<file path="src/rtl/mips_mc_controller_if.sv">
// Control bundle between the multicycle MIPS controller and its datapath.
// master = controller side (decodes op/funct/zero, drives selects and enables).
interface mips_mc_controller_if;
  logic [5:0] op;
  logic [5:0] funct;
  logic       zero;
  logic       iord;
  logic       memwrite;
  logic       irwrite;
  logic       regdst;
  logic       memtoreg;
  logic       regwrite;
  logic       alusrca;
  logic [1:0] alusrcb;
  logic [2:0] alucontrol;
  logic [1:0] pcsrc;
  logic       pcen;
  logic [3:0] state;

  modport master (
    input  op, funct, zero,
    output iord, memwrite, irwrite, regdst, memtoreg, regwrite,
           alusrca, alusrcb, alucontrol, pcsrc, pcen, state
  );

  modport slave (
    output op, funct, zero,
    input  iord, memwrite, irwrite, regdst, memtoreg, regwrite,
           alusrca, alusrcb, alucontrol, pcsrc, pcen, state
  );
endinterface

</file>
<file path="src/rtl/mips_mc_controller.sv">
// Multicycle MIPS control unit: Moore FSM sequencing one ALU, one memory port and the regfile.
// Define MIPS_MC_BNE_EN to add the BNE branch state (op 000101).
module mips_mc_controller (
  input  logic                 clk,
  input  logic                 reset,
  mips_mc_controller_if.master ctrl
);

  typedef enum logic [3:0] {
    FETCH   = 4'd0,
    DECODE  = 4'd1,
    MEMADR  = 4'd2,
    MEMRD   = 4'd3,
    MEMWB   = 4'd4,
    MEMWR   = 4'd5,
    EXECUTE = 4'd6,
    ALUWB   = 4'd7,
    BRANCH  = 4'd8,
    ADDIEX  = 4'd9,
    ADDIWB  = 4'd10,
    JUMP    = 4'd11,
    BNE     = 4'd12
  } state_e;

  localparam logic [5:0] OP_RTYPE = 6'b000000;
  localparam logic [5:0] OP_LW    = 6'b100011;
  localparam logic [5:0] OP_SW    = 6'b101011;
  localparam logic [5:0] OP_BEQ   = 6'b000100;
  localparam logic [5:0] OP_ADDI  = 6'b001000;
  localparam logic [5:0] OP_J     = 6'b000010;
`ifdef MIPS_MC_BNE_EN
  localparam logic [5:0] OP_BNE   = 6'b000101;
`endif

  localparam logic [2:0] ALU_ADD = 3'b010;
  localparam logic [2:0] ALU_SUB = 3'b110;
  localparam logic [2:0] ALU_AND = 3'b000;
  localparam logic [2:0] ALU_OR  = 3'b001;
  localparam logic [2:0] ALU_SLT = 3'b111;

  // Unrecognised funct codes fall back to add; ALUWB still writes the result.
  function automatic logic [2:0] funct_to_alu(input logic [5:0] f);
    case (f)
      6'b100000: return ALU_ADD;
      6'b100010: return ALU_SUB;
      6'b100100: return ALU_AND;
      6'b100101: return ALU_OR;
      6'b101010: return ALU_SLT;
      default:   return ALU_ADD;
    endcase
  endfunction

  state_e state_q;
  state_e state_d;
  state_e active_s;

  logic       iord_s;
  logic       memwrite_s;
  logic       irwrite_s;
  logic       regdst_s;
  logic       memtoreg_s;
  logic       regwrite_s;
  logic       alusrca_s;
  logic [1:0] alusrcb_s;
  logic [2:0] alucontrol_s;
  logic [1:0] pcsrc_s;
  logic       pcwrite_s;
  logic       branch_s;
  logic       pc_update_s;
`ifdef MIPS_MC_BNE_EN
  logic       bne_s;
`endif

  always_ff @(posedge clk) begin
    if (!reset) begin
      state_q <= FETCH;
    end else begin
      state_q <= state_d;
    end
  end

  always_comb begin
    state_d = FETCH;
    case (state_q)
      FETCH: state_d = DECODE;
      DECODE: begin
        case (ctrl.op)
          OP_LW, OP_SW: state_d = MEMADR;
          OP_RTYPE:     state_d = EXECUTE;
          OP_BEQ:       state_d = BRANCH;
          OP_ADDI:      state_d = ADDIEX;
          OP_J:         state_d = JUMP;
`ifdef MIPS_MC_BNE_EN
          OP_BNE:       state_d = BNE;
`endif
          default:      state_d = FETCH;
        endcase
      end
      MEMADR: begin
        if (ctrl.op == OP_LW) begin
          state_d = MEMRD;
        end else if (ctrl.op == OP_SW) begin
          state_d = MEMWR;
        end else begin
          state_d = FETCH;
        end
      end
      MEMRD:   state_d = MEMWB;
      EXECUTE: state_d = ALUWB;
      ADDIEX:  state_d = ADDIWB;
      MEMWB, MEMWR, ALUWB, BRANCH, ADDIWB, JUMP: state_d = FETCH;
      default: state_d = FETCH;
    endcase
  end

  // While reset is low the decoder shows FETCH; the write enables are masked below.
  always_comb begin
    active_s     = reset ? state_q : FETCH;
    iord_s       = 1'b0;
    memwrite_s   = 1'b0;
    irwrite_s    = 1'b0;
    regdst_s     = 1'b0;
    memtoreg_s   = 1'b0;
    regwrite_s   = 1'b0;
    alusrca_s    = 1'b0;
    alusrcb_s    = 2'b00;
    alucontrol_s = 3'b000;
    pcsrc_s      = 2'b00;
    pcwrite_s    = 1'b0;
    branch_s     = 1'b0;
`ifdef MIPS_MC_BNE_EN
    bne_s        = 1'b0;
`endif
    case (active_s)
      FETCH: begin
        irwrite_s    = 1'b1;
        pcwrite_s    = 1'b1;
        alusrcb_s    = 2'b01;
        alucontrol_s = ALU_ADD;
      end
      DECODE: begin
        alusrcb_s    = 2'b11;
        alucontrol_s = ALU_ADD;
      end
      MEMADR, ADDIEX: begin
        alusrca_s    = 1'b1;
        alusrcb_s    = 2'b10;
        alucontrol_s = ALU_ADD;
      end
      MEMRD: iord_s = 1'b1;
      MEMWB: begin
        memtoreg_s = 1'b1;
        regwrite_s = 1'b1;
      end
      MEMWR: begin
        iord_s     = 1'b1;
        memwrite_s = 1'b1;
      end
      EXECUTE: begin
        alusrca_s    = 1'b1;
        alucontrol_s = funct_to_alu(ctrl.funct);
      end
      ALUWB: begin
        regdst_s   = 1'b1;
        regwrite_s = 1'b1;
      end
      BRANCH: begin
        alusrca_s    = 1'b1;
        alucontrol_s = ALU_SUB;
        pcsrc_s      = 2'b01;
        branch_s     = 1'b1;
      end
      ADDIWB: regwrite_s = 1'b1;
      JUMP: begin
        pcsrc_s   = 2'b10;
        pcwrite_s = 1'b1;
      end
`ifdef MIPS_MC_BNE_EN
      BNE: begin
        alusrca_s    = 1'b1;
        alucontrol_s = ALU_SUB;
        pcsrc_s      = 2'b01;
        bne_s        = 1'b1;
      end
`endif
      default: ;
    endcase
  end

  always_comb begin
    pc_update_s = pcwrite_s | (branch_s & ctrl.zero);
`ifdef MIPS_MC_BNE_EN
    pc_update_s = pc_update_s | (bne_s & ~ctrl.zero);
`endif
  end

  assign ctrl.iord       = iord_s;
  assign ctrl.memwrite   = memwrite_s & reset;
  assign ctrl.irwrite    = irwrite_s & reset;
  assign ctrl.regdst     = regdst_s;
  assign ctrl.memtoreg   = memtoreg_s;
  assign ctrl.regwrite   = regwrite_s & reset;
  assign ctrl.alusrca    = alusrca_s;
  assign ctrl.alusrcb    = alusrcb_s;
  assign ctrl.alucontrol = alucontrol_s;
  assign ctrl.pcsrc      = pcsrc_s;
  assign ctrl.pcen       = pc_update_s & reset;
  assign ctrl.state      = state_q;

endmodule
</file>
<file path="src/flat_wrapper.sv">
// flat-port wrapper written by rule: the top's interface ports become plain ports
module mips_mc_controller_flat 
  (clk, reset, ctrl_op, ctrl_funct, ctrl_zero, ctrl_iord, ctrl_memwrite, ctrl_irwrite, ctrl_regdst, ctrl_memtoreg, ctrl_regwrite, ctrl_alusrca, ctrl_alusrcb, ctrl_alucontrol, ctrl_pcsrc, ctrl_pcen, ctrl_state);
  mips_mc_controller_if ctrl_i ();
  input  logic clk;
  input  logic reset;
  input wire logic [$bits(ctrl_i.op)-1:0] ctrl_op;
  input wire logic [$bits(ctrl_i.funct)-1:0] ctrl_funct;
  input wire logic [$bits(ctrl_i.zero)-1:0] ctrl_zero;
  output wire logic [$bits(ctrl_i.iord)-1:0] ctrl_iord;
  output wire logic [$bits(ctrl_i.memwrite)-1:0] ctrl_memwrite;
  output wire logic [$bits(ctrl_i.irwrite)-1:0] ctrl_irwrite;
  output wire logic [$bits(ctrl_i.regdst)-1:0] ctrl_regdst;
  output wire logic [$bits(ctrl_i.memtoreg)-1:0] ctrl_memtoreg;
  output wire logic [$bits(ctrl_i.regwrite)-1:0] ctrl_regwrite;
  output wire logic [$bits(ctrl_i.alusrca)-1:0] ctrl_alusrca;
  output wire logic [$bits(ctrl_i.alusrcb)-1:0] ctrl_alusrcb;
  output wire logic [$bits(ctrl_i.alucontrol)-1:0] ctrl_alucontrol;
  output wire logic [$bits(ctrl_i.pcsrc)-1:0] ctrl_pcsrc;
  output wire logic [$bits(ctrl_i.pcen)-1:0] ctrl_pcen;
  output wire logic [$bits(ctrl_i.state)-1:0] ctrl_state;
  assign ctrl_i.op = ctrl_op;
  assign ctrl_i.funct = ctrl_funct;
  assign ctrl_i.zero = ctrl_zero;
  assign ctrl_iord = ctrl_i.iord;
  assign ctrl_memwrite = ctrl_i.memwrite;
  assign ctrl_irwrite = ctrl_i.irwrite;
  assign ctrl_regdst = ctrl_i.regdst;
  assign ctrl_memtoreg = ctrl_i.memtoreg;
  assign ctrl_regwrite = ctrl_i.regwrite;
  assign ctrl_alusrca = ctrl_i.alusrca;
  assign ctrl_alusrcb = ctrl_i.alusrcb;
  assign ctrl_alucontrol = ctrl_i.alucontrol;
  assign ctrl_pcsrc = ctrl_i.pcsrc;
  assign ctrl_pcen = ctrl_i.pcen;
  assign ctrl_state = ctrl_i.state;
  mips_mc_controller u_core (.clk(clk), .reset(reset), .ctrl(ctrl_i));
endmodule
</file>
<file path="config.mk">
export PLATFORM = sky130hd
export DESIGN_NAME = mips_mc_controller_flat
export DESIGN_NICKNAME = d
export VERILOG_FILES = /design/src/rtl/mips_mc_controller_if.sv /design/src/rtl/mips_mc_controller.sv /design/src/flat_wrapper.sv
export SDC_FILE = /design/constraint.sdc
export NUM_CORES = 1
export LEC_CHECK = 0
export CORE_MARGIN = 2
export CORE_UTILIZATION = 36
export DETAILED_ROUTE_END_ITERATION = 8
export GPL_ROUTABILITY_DRIVEN = 1
export PLACE_DENSITY = 0.79
export SYNTH_ARGS = -nofsm -noshare
export SYNTH_HDL_FRONTEND = slang
export SYNTH_SLANG_ARGS = --single-unit
</file>
<file path="constraint.sdc">
create_clock -name clk -period 1.7 [get_ports clk]
set_input_delay 0.255 -clock clk [delete_from_list [all_inputs] [get_ports clk]]
set_output_delay 0.255 -clock clk [all_outputs]
set_load 0.01 [all_outputs]
</file>
==> results.toml <==
[sta]
fin_crit_sh = 0.999
tns_ns = 0
setup_viol = 0
worstMarginPinSlew_ns = 0.301
relSlewSlack = 0.794
period_minus_slack_ns = 1.70
drv_slew = 0
timing.final.ws_setup_ns = 0.000913
finalHoldWorstSlack_ns = 0.587
grt_setup_unrepaired = "yes"
hold_viol = 0
clock_skew_ns = 0.00717
fmax_mhz = 589

[placement]
dp_slack_ns = -0.647
io_buffer_count = 33
dp.cells = 149
post-dp-hpwl_um = 1510
place.gp.congestion = 0.836

[synthesis]
ys.flop_type = "dfxtp_1"
synth_edf_count = 0
yosysMostFrequentCell = "nor2_1"
synth_area_leader_cell = "dfxtp_1"
async_flop_share = 0
avgSynthCellArea_um2 = 6.67
yosys.cell_types.count = 36
netlist_top_cells_count = "nor2_1, nand2b_1, inv_1"
synth_top_cell_area_share = 0.146
syn_area_um2 = 547
syn-num-nets = 97
synth_warnings = 0
synth_cells = 82
yosysSeqAreaShare = 0.146
ys_seq_elements = 4
synthTopCellsByArea = "dfxtp_1, nand2b_1, nor2_1, nor3b_1, a21oi_1"

[drt]
drt-pass1-iter-count = 4
drc = 0
vias = 887
antenna_left = 0
drt-initial-drc-count = 19
via_per_inst = 5.51
wl_per_cell_um = 14.7
routed_wl_um = 2370

[setup_path]
critPathMaxFanout = 2
cp.required_ns = 1.44
critPathLaunchType = "register"
setup.worst_path.class = "register to primary output"
end_kind = "primary output"
worstPathArrival_ns = 1.44

[grt]
grt_antenna_before_repair = 0
grt_first_pass_wirelength_um = 3320
grt_overflow = 0
grt_max_degree = 14
grt_pass1_vias = 777
track_usage = 0.241

[floorplan]
coreArea_um2 = 1470
ios = 34
initial_core_util = 0.372
die-area_um2 = 1850
dieHeight_um = 43.0
die_w_um = 43.0
rows = 14

[cts]
clkSinkCount = 4
cts_tree = "yes"
cts.clk_slew.worst_paths_ns = 0.04
clk_path_buf_depth = 2
ctsHoldBuffers = 0
htree_levels = 1
cts_inserted_buffers = 3
cts_root_buffer = "clkbuf_4"
clk_latency_ns = 0.25

[power]
p_total_w = 0.000412
p_leak_nw = 0.508
cellPowerDensity_nw_per_um2 = 353
vdd_drop_max_mv = 0.320

[final_layout]
drive_gt1_frac = 0.434
largest_reg_flops = 4
fin_cells = 161
area_delta_synth_final_pct = 114
diodes = 0
finalNetCount = 162

[run]
max_cap_violations = 0

[status]
status = "completed"

[min_path]
hp-class = "input pin to register"
## cells in the final DEF, fill, tap and decap left out, types with 4 or more instances in the layout
cell type        instances
buf_2                    7
dlygate4sd2_1           10
a21oi_1                  4
nor2_1                  10
inv_1                    5
nand2b_4                 4
buf_4                   30
clkdlybuf4s50_1         12
## stage by stage
step / utilization / cell area [um2]
2_1_floorplan: - / 553
3_5_place_dp: 0.716 / 1050
6_report: 0.793 / 1170
5_1_grt: 0.793 / 1170
3_3_place_gp: 0.716 / 1050
4_1_cts: 0.735 / 1080
## critical path: stages, from the launching register on
cell      delay [ns]
dfxtp_2         0.33
nand2b_4        0.14
or3_4           0.39
o22ai_2         0.10
or3_1           0.12
buf_2           0.12
## timing repair
item	in CTS	in global routing
endpoints found under the setup margin	15	10
cloned	0	0
gates resized for setup	55	13
setup buffers	0	9
pin swaps	4	3
## cell type report
type	count	area (um2)
Fill cell	111	304
Inverter	5	18.8
Clock buffer	3	22.5
Tap cell	16	20.0
Multi-Input combinational cell	66	474
Timing Repair Buffer	67	548
Sequential cell	4	83.8
## path summary, 6_finish.rpt
check / start / to / slack (ns) / depth (start not counted)
setup reg to reg: u_core.ctrl.state[0] / u_core.ctrl.state[1] / 0.07 / 6
setup / recovery: u_core.ctrl.state[0] / ctrl_alucontrol[1] / 0.0009 / 5
hold reg to reg: u_core.ctrl.state[1] / u_core.ctrl.state[2] / 0.66 / 3
hold / removal: reset / u_core.ctrl.state[1] / 0.59 / 3
## metal layers
metal  routed length, um  share of wire  up-vias  GRT usage
met5                   0              0        -          0
met4                  98          0.041        0      0.127
met3                 165          0.070       10     0.0298
met2                1210           0.51       44      0.467
met1                 892           0.38      408      0.244
li1                    -              -      425          -
## kinds of logic (layout without fill, tap and decap cells)
kind of cell / Yosys count / count (layout) / synth area share
AO/OA/AOI/OAI: 24 / 24 / 0.318
buffers and inverters: 12 / 75 / 0.103
AND/OR/NAND/NOR: 39 / 39 / 0.384
XOR/XNOR: 3 / 3 / 0.0481
flip-flops: 4 / 4 / 0.146
## where the power goes
part / switching (W) / leakage, nW / internal, W
Combinational: 0.0000784 / 0.460 / 0.000104
Sequential: 0.00000289 / 0.0338 / 0.0000976
Clock: 0.0000493 / 0.0138 / 0.0000797
Note: power is estimated with default switching activity, not from simulation.
